==> src/rtl/rns_stream_alu_pkg.sv <==
// Shared types and constants for the streaming RNS element-wise ALU.
package rns_stream_alu_pkg;

  localparam int unsigned COEFF_W = 16;
  localparam int unsigned NCOEFF  = 8;
  localparam int unsigned NPRIMES = 3;
  localparam int unsigned TOTAL   = NCOEFF * NPRIMES;
  localparam int unsigned LAT     = 2;
  localparam int unsigned PIDX_W  = (NPRIMES > 1) ? $clog2(NPRIMES) : 1;
  localparam int unsigned CNT_W   = (TOTAL > 1) ? $clog2(TOTAL) : 1;

  typedef logic [COEFF_W-1:0] coeff_t;
  typedef logic [PIDX_W-1:0]  pidx_t;
  typedef logic [CNT_W-1:0]   cnt_t;

  localparam coeff_t PRIMES [NPRIMES] = '{16'd65521, 16'd65519, 16'd65497};

  typedef enum logic [1:0] {
    OP_ADD  = 2'd0,
    OP_SUB  = 2'd1,
    OP_NEG  = 2'd2,
    OP_PASS = 2'd3
  } rns_op_e;

  typedef enum logic [1:0] {
    ST_IDLE  = 2'd0,
    ST_RUN   = 2'd1,
    ST_DRAIN = 2'd2
  } state_e;

  // Modulus lookup that stays in range for any index encoding.
  function automatic coeff_t prime_of(input pidx_t idx);
    coeff_t r;
    r = PRIMES[0];
    for (int unsigned i = 0; i < NPRIMES; i++) begin
      if (idx == pidx_t'(i)) r = PRIMES[i];
    end
    return r;
  endfunction

endpackage

==> src/rtl/rns_stream_alu_mod_addsub.sv <==
// Two-stage modular add/sub/neg/pass datapath: stage 1 holds raw and
// corrected results plus the select flag, stage 2 drives the result stream.
module rns_mod_addsub
  import rns_stream_alu_pkg::*;
(
  input  logic    clk,
  input  logic    reset,
  input  logic    in_valid,
  input  logic    in_last,
  input  rns_op_e op,
  input  coeff_t  a,
  input  coeff_t  b,
  input  coeff_t  q,
  output logic    stage1_valid,
  output logic    out_valid,
  output logic    out_last,
  output coeff_t  result
);

  localparam int unsigned WW = COEFF_W + 1;

  logic [WW-1:0] a_w, b_w, q_w, raw_w, corr_w;
  logic          flag;
  logic          s1_last, s1_flag;
  coeff_t        s1_raw, s1_corr;

  assign a_w = WW'(a);
  assign b_w = WW'(b);
  assign q_w = WW'(q);

  // flag selects the corrected value in stage 2.
  always_comb begin
    raw_w  = a_w;
    corr_w = a_w;
    flag   = 1'b0;
    case (op)
      OP_ADD: begin
        raw_w  = a_w + b_w;
        corr_w = a_w + b_w - q_w;
        flag   = (a_w + b_w) >= q_w;
      end
      OP_SUB: begin
        raw_w  = a_w - b_w;
        corr_w = a_w - b_w + q_w;
        flag   = a_w < b_w;
      end
      OP_NEG: begin
        corr_w = q_w - a_w;
        flag   = (a != '0);
      end
      default: ;
    endcase
  end

  always_ff @(posedge clk) begin
    if (reset) begin
      stage1_valid <= 1'b0;
      s1_last      <= 1'b0;
      s1_flag      <= 1'b0;
      s1_raw       <= '0;
      s1_corr      <= '0;
      out_valid    <= 1'b0;
      out_last     <= 1'b0;
      result       <= '0;
    end else begin
      stage1_valid <= in_valid;
      s1_last      <= in_valid & in_last;
      s1_flag      <= flag;
      s1_raw       <= raw_w[COEFF_W-1:0];
      s1_corr      <= corr_w[COEFF_W-1:0];
      out_valid    <= stage1_valid;
      out_last     <= stage1_valid & s1_last;
      if (stage1_valid) result <= s1_flag ? s1_corr : s1_raw;
    end
  end

endmodule

==> src/rtl/rns_stream_alu.sv <==
// Streaming RNS element-wise ALU: pairs source streams, tags each residue with
// its prime and feeds the modular datapath. Optional RNS_ALU_RANGE_CHECK_EN.
module rns_stream_alu
  import rns_stream_alu_pkg::*;
(
  input  logic       clk,
  input  logic       reset,
  input  logic       start_operation,
  input  logic [1:0] opcode,
  input  logic       use_source1,
  input  logic       source0_valid,
  input  coeff_t     source0_coefficient,
  input  logic       source0_last,
  input  logic       source1_valid,
  input  coeff_t     source1_coefficient,
  input  logic       source1_last,
  output logic       destination_valid,
  output coeff_t     destination_coefficient,
  output logic       destination_last,
  output logic       busy,
  output logic       error
);

  state_e  state, state_next;
  rns_op_e op_q;
  logic    bin_q;
  pidx_t   prime_idx;
  cnt_t    elem_cnt;
  coeff_t  q_cur, operand_b;
  logic    pair_ok, pair_mismatch, accept, last_in, at_limit, range_err;
  logic    start_accept, final_elem, err_set, stage1_valid;

  assign q_cur         = prime_of(prime_idx);
  assign operand_b     = bin_q ? source1_coefficient : '0;
  assign pair_ok       = bin_q ? (source0_valid & source1_valid) : source0_valid;
  assign pair_mismatch = bin_q & (source0_valid ^ source1_valid);
  assign accept        = (state == ST_RUN) & pair_ok;
  assign last_in       = source0_last & (~bin_q | source1_last);
  assign at_limit      = (elem_cnt == cnt_t'(TOTAL - 1));

`ifdef RNS_ALU_RANGE_CHECK_EN
  assign range_err = accept & ((source0_coefficient >= q_cur) |
                               (bin_q & (source1_coefficient >= q_cur)));
`else
  assign range_err = 1'b0;
`endif

  always_ff @(posedge clk) begin
    if (reset) state <= ST_IDLE;
    else       state <= state_next;
  end

  // Early or missing last still closes the window; only the error differs.
  always_comb begin
    state_next   = state;
    start_accept = 1'b0;
    final_elem   = 1'b0;
    err_set      = 1'b0;
    case (state)
      ST_IDLE: begin
        if (start_operation) begin
          start_accept = 1'b1;
          state_next   = ST_RUN;
        end
      end
      ST_RUN: begin
        final_elem = accept & (last_in | at_limit);
        err_set    = pair_mismatch | (accept & (last_in != at_limit)) | range_err;
        if (final_elem) state_next = ST_DRAIN;
      end
      ST_DRAIN: begin
        if (!stage1_valid) state_next = ST_IDLE;
      end
      default: state_next = ST_IDLE;
    endcase
  end

  always_ff @(posedge clk) begin
    if (reset) begin
      op_q      <= OP_ADD;
      bin_q     <= 1'b0;
      prime_idx <= '0;
      elem_cnt  <= '0;
      error     <= 1'b0;
      busy      <= 1'b0;
    end else begin
      busy <= (state_next != ST_IDLE);
      if (start_accept) begin
        op_q      <= rns_op_e'(opcode);
        bin_q     <= use_source1;
        prime_idx <= '0;
        elem_cnt  <= '0;
        error     <= 1'b0;
      end else begin
        if (accept) begin
          elem_cnt  <= elem_cnt + cnt_t'(1);
          prime_idx <= (prime_idx == pidx_t'(NPRIMES - 1)) ? '0 : prime_idx + pidx_t'(1);
        end
        if (err_set) error <= 1'b1;
      end
    end
  end

  rns_mod_addsub u_datapath (
    .clk          (clk),
    .reset        (reset),
    .in_valid     (accept),
    .in_last      (final_elem),
    .op           (op_q),
    .a            (source0_coefficient),
    .b            (operand_b),
    .q            (q_cur),
    .stage1_valid (stage1_valid),
    .out_valid    (destination_valid),
    .out_last     (destination_last),
    .result       (destination_coefficient)
  );

endmodule

==> config.mk <==
export PLATFORM = sky130hd
export DESIGN_NAME = rns_stream_alu
export DESIGN_NICKNAME = d
export VERILOG_FILES = /design/src/rtl/rns_stream_alu_pkg.sv /design/src/rtl/rns_stream_alu_mod_addsub.sv /design/src/rtl/rns_stream_alu.sv
export SDC_FILE = /design/constraint.sdc
export NUM_CORES = 1
export LEC_CHECK = 0
export CAP_MARGIN = 20
export CORE_AREA = 2 2 144 146
export CTS_CLUSTER_SIZE = 24
export DETAILED_ROUTE_END_ITERATION = 16
export DIE_AREA = 0 0 146 148
export PLACE_DENSITY = 0.58
export SYNTH_ARGS = -nofsm -noshare
export SYNTH_HDL_FRONTEND = slang
export SYNTH_SLANG_ARGS = --single-unit
==> constraint.sdc <==
create_clock -name clk -period 6.33 [get_ports clk]
set_input_delay 1.266 -clock clk [delete_from_list [all_inputs] [get_ports clk]]
set_output_delay 1.266 -clock clk [all_outputs]
set_load 0.05 [all_outputs]
==> metrics.cfg, run 1 <==
[run_status]
status=finished clean

[synth]
synth.top_cell.area_share_pct=22.5
synth_warnings=0
yosysUniqueCellTypes=76
syn_inst=750
syn_avg_cell_area_um2=7.93
synth_compound_area_share_pct=24.0
syn_area_mm2=0.00595
yosysTopAreaCell=dfxtp_1
synthXorXnorAreaFrac_pct=9.09
muxShareOfSynthArea_pct=4.27
ys.flop_type=dfxtp_1
synth-seq-area-share_pct=22.5
yosys_register_bits=67
yosys.area_share.simple_pct=20.7
synth.most_common_cell=nor2_1
synth_top_cells_by_count=83 x nor2_1, 67 x dfxtp_1, 56 x ha_1, 56 x inv_1, 50 x a21oi_1
yosys.area_share.adder_pct=13.1
synth_enable_flop_cells=0
synth_top_family_by_area=compound AO/OA/AOI/OAI gates
synthesis.nets=852
synthTopCellsByArea=dfxtp_1 23%, ha_1 12%, xnor2_1 5.3%, nor2_1 5.2%, a21oi_1 4.2%
synthArstFlopShare_pct=0

[global_route]
grt-ovfl-total=0
use_met2_pct=22.9
grt_util_all_layers_pct=14.7
grt-busiest-layer=met2
grt_pass1_wl_um=25700
grt_max_degree=60
use_met1_pct=21.6
grt_pass1_vias=4878
antenna_found_initial=0
use_met3_pct=1.85

[power]
ir_worst_vdd_v=0.000137
leakage_nw=2.79
powerDensity_mw_per_mm2=221
finalPower_w=0.00158

[setup_path]
path_cells=clkdlybuf4s50_1 -> and2_1 -> ha_1 -> fa_1 -> nor2b_4 -> o22ai_2 -> xnor2_1 -> or3_1 -> xnor2_1 -> nand2_1 -> o21ai_0 -> ha_1 -> a21oi_1 -> o211ai_1 -> a2111oi_2 -> nand3_2 -> xor2_1 -> a221oi_1 -> nor3_1
path_class=input pin to register
end_kind=register
slowest_stage=a2111oi_2
cp_top_family=compound AO/OA/AOI/OAI gates
critPathMaxFanout=5
worst_ep_required_time_ns=6.53
arrival_ns=5.81
critPathMaxStageDelay_ns=0.53
path_buf_inv=1
start_kind=input pin

[sta]
finalCritPeriodShare_pct=88.7
fin_setup_tns_ns=0
slew-limit-headroom_pct=31.1
period_minus_slack_ns=5.61
worst_pin_slew_ns=1.03
setup_viol=0
setup_ws_ns=0.717
final_hold_viol_count=0
slew_viol_final=0
grt_setup_unrepaired=false
skew_ns=0.00605
clock.fmax_ghz=0.178
hold_slack_ns=0.433

[routing]
wirelength_um=16000
viasPerCell=4.95
route.vias.total=5280
drtPass1Iterations=5
drc=0
antenna_left=0
wl_per_cell_um=15.0
drt_iter0_drc=420

[flow_run]
drv_cap=0

[hold_path]
min_path_type=register to register

[floorplanning]
die_w_um=146
start_util_pct=29.7
fp.dieArea_mm2=0.0216
io_pins=62
die_y_um=148
num_rows=52
core_area_mm2=0.0200

[cts]
numCtsBuffers=9
insertion_delay_ns=0.32
clkTransAtPathRegs_ns=0.05
postCtsSetupBuffers=0
cts_max_level=3
cts-root-buf=clkbuf_16
cts-resized-gates=0
cts_tree=yes
ctsHoldBuffers=0
clockBufferDepth=2
cts.sinks=67

[finish]
post-route-util_pct=35.7
antenna_cells=0
synthToLayoutAreaGrowth_pct=20.2
nNetsFinal=894
drive_gt1_share_pct=6.52

[place]
port_buffers=61
pre_cts_ws_ns=0.319
dpl.hpwl_um=12700
gp_congestion=0.853

## power by group
part	switching [W]	internal [W]	leakage [nW]
Clock	0.000167	0.000365	0.159
Sequential	0.0000183	0.000462	0.551
Combinational	0.000331	0.000240	2.08
Total	0.000516	0.00107	2.79
## layout make-up
class,instances,area (um2)
multi-input combinational,588,4230
timing repair buffer,69,698
inverter,57,214
fill,2188,12900
tap,270,338
sequential,67,1340
clock buffer,12,256
clock inverter,4,72.6
## cells by family after synthesis
| logic type | count (synthesis) |
|---|---|
| DFF | 67 |
| buffers and inverters | 95 |
| adders and majority gates | 60 |
| and+or+nand+nor | 243 |
| AOI/OAI and AO/OA | 200 |
| muxes | 25 |
| xor gates and xnor gates | 60 |
## cells in the final DEF, fill, tap and decap left out, types with 6 or more instances in the layout
| cell type | count |
|---|---|
| inv_1 | 56 |
| and3_1 | 8 |
| nand3_1 | 8 |
| a21o_1 | 9 |
| nand2_1 | 46 |
| and2_1 | 7 |
| nor3_1 | 17 |
| nor2_1 | 83 |
| xnor2_1 | 36 |
| a211oi_1 | 22 |
| buf_4 | 6 |
| mux2i_1 | 22 |
| dfxtp_1 | 67 |
| a22oi_1 | 11 |
| a221oi_1 | 15 |
| or3_1 | 7 |
| clkbuf_16 | 9 |
| nor4_1 | 13 |
| nor2b_1 | 17 |
| o21ai_0 | 21 |
| clkdlybuf4s50_1 | 60 |
| ha_1 | 56 |
| nand2b_1 | 12 |
| xor2_1 | 22 |
| a21oi_1 | 50 |
## layer usage
layer / part of all wire (%) / vias to the layer above
li1: - / 2769
met1: 51 / 2371
met2: 43 / 130
met3: 4.6 / 10
met4: 1.0 / 0
met5: 0 / -
## stage by stage
step / instances / instance area [um2]
6_report: 1067 / 7150
5_1_grt: 1067 / 7150
4_1_cts: 1065 / 7100
3_5_place_dp: 1049 / 6780
3_3_place_gp: 1049 / 6780
2_1_floorplan: 750 / 5950
## worst paths after layout
kind | slack (ns) | startpoint | to | cells after the start
hold / removal | 0.43 | u_datapath.s1_last$_SDFF_PP0_ | u_datapath.out_last$_SDFF_PP0_ | 1
hold reg to reg | 0.43 | u_datapath.s1_last$_SDFF_PP0_ | u_datapath.out_last$_SDFF_PP0_ | 1
setup / recovery | 0.72 | source1_coefficient[0] | u_datapath.s1_corr[11]$_SDFF_PP0_ | 19
setup reg to reg | 1.30 | bin_q$_SDFFE_PP0P_ | u_datapath.s1_corr[11]$_SDFF_PP0_ | 19
## flip-flops by register name (all words and copies together) (netlist names)
name                     cells
u_datapath.result           16
u_datapath.s1_corr          16
u_datapath.s1_raw           16
elem_cnt                     5
op_q                         2
prime_idx                    2
state                        2
bin_q                        1
busy                         1
error                        1
u_datapath.out_last          1
u_datapath.out_valid         1
u_datapath.s1_flag           1
u_datapath.s1_last           1
u_datapath.stage1_valid      1
(Power assumes the default switching activity.)
==> run 2, diff against run 1 <==
clock period = 6.9 ns   (was 6.33 ns; I/O delays follow)
==> run 2 against run 1 <==
Die area unchanged. Critical path depth decreased by 1. Critical path type unchanged. Worst hold slack got worse by 0.0063 ns. Sequential power decreased by 8.3%.
==> metrics.cfg, run 2 (synthesis gave the netlist of run 1 again) <==
[finish]
antenna_cells=0  ; unchanged
final_common_cell=nor2_1
mostFrequentLayoutCells=83 x nor2_1, 67 x dfxtp_1, 60 x clkdlybuf4s50_1, 56 x inv_1, 56 x ha_1
synthToLayoutAreaGrowth_pct=19.4
fillers=2162  ; -1.2%
top_regs=u_datapath.result (16), u_datapath.s1_corr (16), u_datapath.s1_raw (16)
regArea_mm2=0.00134  ; unchanged
finalNonFillerCells=1062  ; -0.47%
drive_gt1_share_pct=6.06  ; -0.46 points
nNetsFinal=889  ; -0.56%
multi_input_area_mm2=0.00423  ; unchanged

[power]
powerDensity_mw_per_mm2=204  ; -8.0%
p_seq_share_pct=30.4  ; about the same
leakage_nw=2.75  ; -1.2%
ir_worst_vdd_v=0.000105  ; -24%
pwr-share-comb_pct=36.0  ; about the same
pwr-share-clk_pct=33.6  ; about the same
p_switching_w=0.000480  ; -7.0%
p_sw_share_pct=33.2  ; +0.61 points
finalPower_w=0.00145  ; -8.7%
internal-power_w=0.000966  ; -9.5%

[routing]
drc=0  ; unchanged
viasPerCell=4.98  ; +0.55%
drt_iter0_drc=386  ; -8.1%
drtPass1Iterations=4  ; -1
antenna_left=0  ; unchanged
wirelength_um=15900  ; -0.37%
wl_per_cell_um=15.0  ; about the same
route.vias.total=5284  ; +0.076%

[cts]
numCtsBuffers=9  ; unchanged
cts_tree=yes
cts-root-buf=clkbuf_16
clkTransAtPathRegs_ns=0.05  ; about the same
postCtsSetupBuffers=0  ; unchanged
cts.sinks=67  ; unchanged
insertion_delay_ns=0.32  ; about the same
cts_max_level=3  ; unchanged
ctsHoldBuffers=0  ; unchanged
clockBufferDepth=2  ; unchanged
cts-resized-gates=0  ; unchanged

[sta]
skew_ns=0.00504  ; -0.00101 ns
fin_setup_tns_ns=0  ; unchanged
period_minus_slack_ns=5.87
worst_pin_slew_ns=1.10  ; +0.0672 ns
finalCritPeriodShare_pct=85.0
setup_viol=0  ; unchanged
clock.fmax_ghz=0.170
final_hold_viol_count=0  ; unchanged
slew-limit-headroom_pct=26.6  ; -4.5 points
grt_setup_unrepaired=false
slew_viol_final=0  ; unchanged

[setup_path]
path_cells=clkdlybuf4s50_1 -> inv_1 -> ha_1 -> fa_1 -> xor2_1 -> nand3_1 -> or3_1 -> xnor2_1 -> nand2_1 -> o21ai_0 -> ha_1 -> a21oi_1 -> o211ai_1 -> a2111oi_2 -> nand3_2 -> xor2_1 -> a221oi_1 -> nor3_1
critPathMaxStageDelay_ns=0.53  ; about the same
path_buf_inv=2  ; +1
arrival_ns=6.05  ; +0.24 ns
path_class=input pin to register
end_kind=register
cp_top_family=compound AO/OA/AOI/OAI gates
start_kind=input pin
worst_ep_required_time_ns=7.08  ; +0.55 ns
slowest_stage=clkdlybuf4s50_1
critPathMaxFanout=5  ; unchanged

[floorplanning]
start_util_pct=29.7  ; unchanged
io_pins=62  ; unchanged
num_rows=52  ; unchanged
core_area_mm2=0.0200  ; unchanged
die_w_um=146  ; unchanged
die_y_um=148  ; unchanged
fp.dieArea_mm2=0.0216  ; unchanged

[global_route]
grt_pass1_wl_um=26500  ; +3.1%
grt_pass1_vias=5107  ; +4.7%
antenna_found_initial=0  ; unchanged
grt_util_all_layers_pct=14.9  ; +0.19 points
grt_max_degree=60  ; unchanged
grt-ovfl-total=0  ; unchanged

[flow_run]
drv_cap=0  ; unchanged

[place]
place_inst=1045  ; -0.38%
gp_congestion=0.874  ; +2.5%
dpl.hpwl_um=12600  ; -1.0%
port_buffers=61  ; unchanged

[run_status]
status=finished clean

[hold_path]
min_path_type=register to register

==> run 2: cell count changes in the layout (fill, tap and decap cells not counted), sizes merged <==
cell,previous run,this run
buf,9,4
clkbuf,12,10
clkinvlp,1,2
clkinv,1,2
==> run 2: metrics by stage <==
stage | hold WS [ns] | util [%] | area (um2) | worst slack [ns]
floorplan | 0.406 | - | 5950 | 1.63
CTS | 0.434 | 35.3 | 7070 | 1.07
detailed placement | 0.422 | 33.7 | 6750 | 0.734
global route | 0.466 | 35.4 | 7100 | 0.673
global placement | 0.414 | 33.7 | 6750 | 0.784
finish | 0.426 | 35.4 | 7100 | 1.03
==> run 2: layout make-up <==
| type | instances | area share, % |
|---|---|---|
| clock buffers | 10 | 3.37 |
| clock inverters | 6 | 1.25 |
| inverters | 57 | 3.01 |
| multi-input cells | 588 | 59.6 |
| flip-flops and latches | 67 | 18.9 |
| well taps | 270 | 4.76 |
| repair buffers | 64 | 9.13 |
==> run 2: power by group through the flow <==
stage / Combinational (W) / Sequential, W / Clock [W]
floorplan: 0.000371 / 0.000460 / 0
global route: 0.000580 / 0.000444 / 0.000514
finish: 0.000520 / 0.000440 / 0.000486
CTS: 0.000512 / 0.000443 / 0.000496
detailed placement: 0.000510 / 0.000451 / 0
global placement: 0.000512 / 0.000450 / 0
==> run 2: final timing paths <==
kind	to	depth (start not counted)	slack, ns	start
max	u_datapath.s1_corr[11]$_SDFF_PP0_	18	1.03	source0_coefficient[0]
min	u_datapath.out_last$_SDFF_PP0_	1	0.43	u_datapath.s1_last$_SDFF_PP0_
max reg2reg	u_datapath.s1_corr[11]$_SDFF_PP0_	17	1.79	bin_q$_SDFFE_PP0P_
min reg2reg	u_datapath.out_last$_SDFF_PP0_	1	0.43	u_datapath.s1_last$_SDFF_PP0_
==> run 2: layer usage <==
metal,vias up,wire length (um),GRT usage (%)
li1,2755,-,-
met1,2374,8120,21.6
met2,138,6790,23.0
met3,17,754,2.16
met4,0,241,4.13
met5,-,0,0
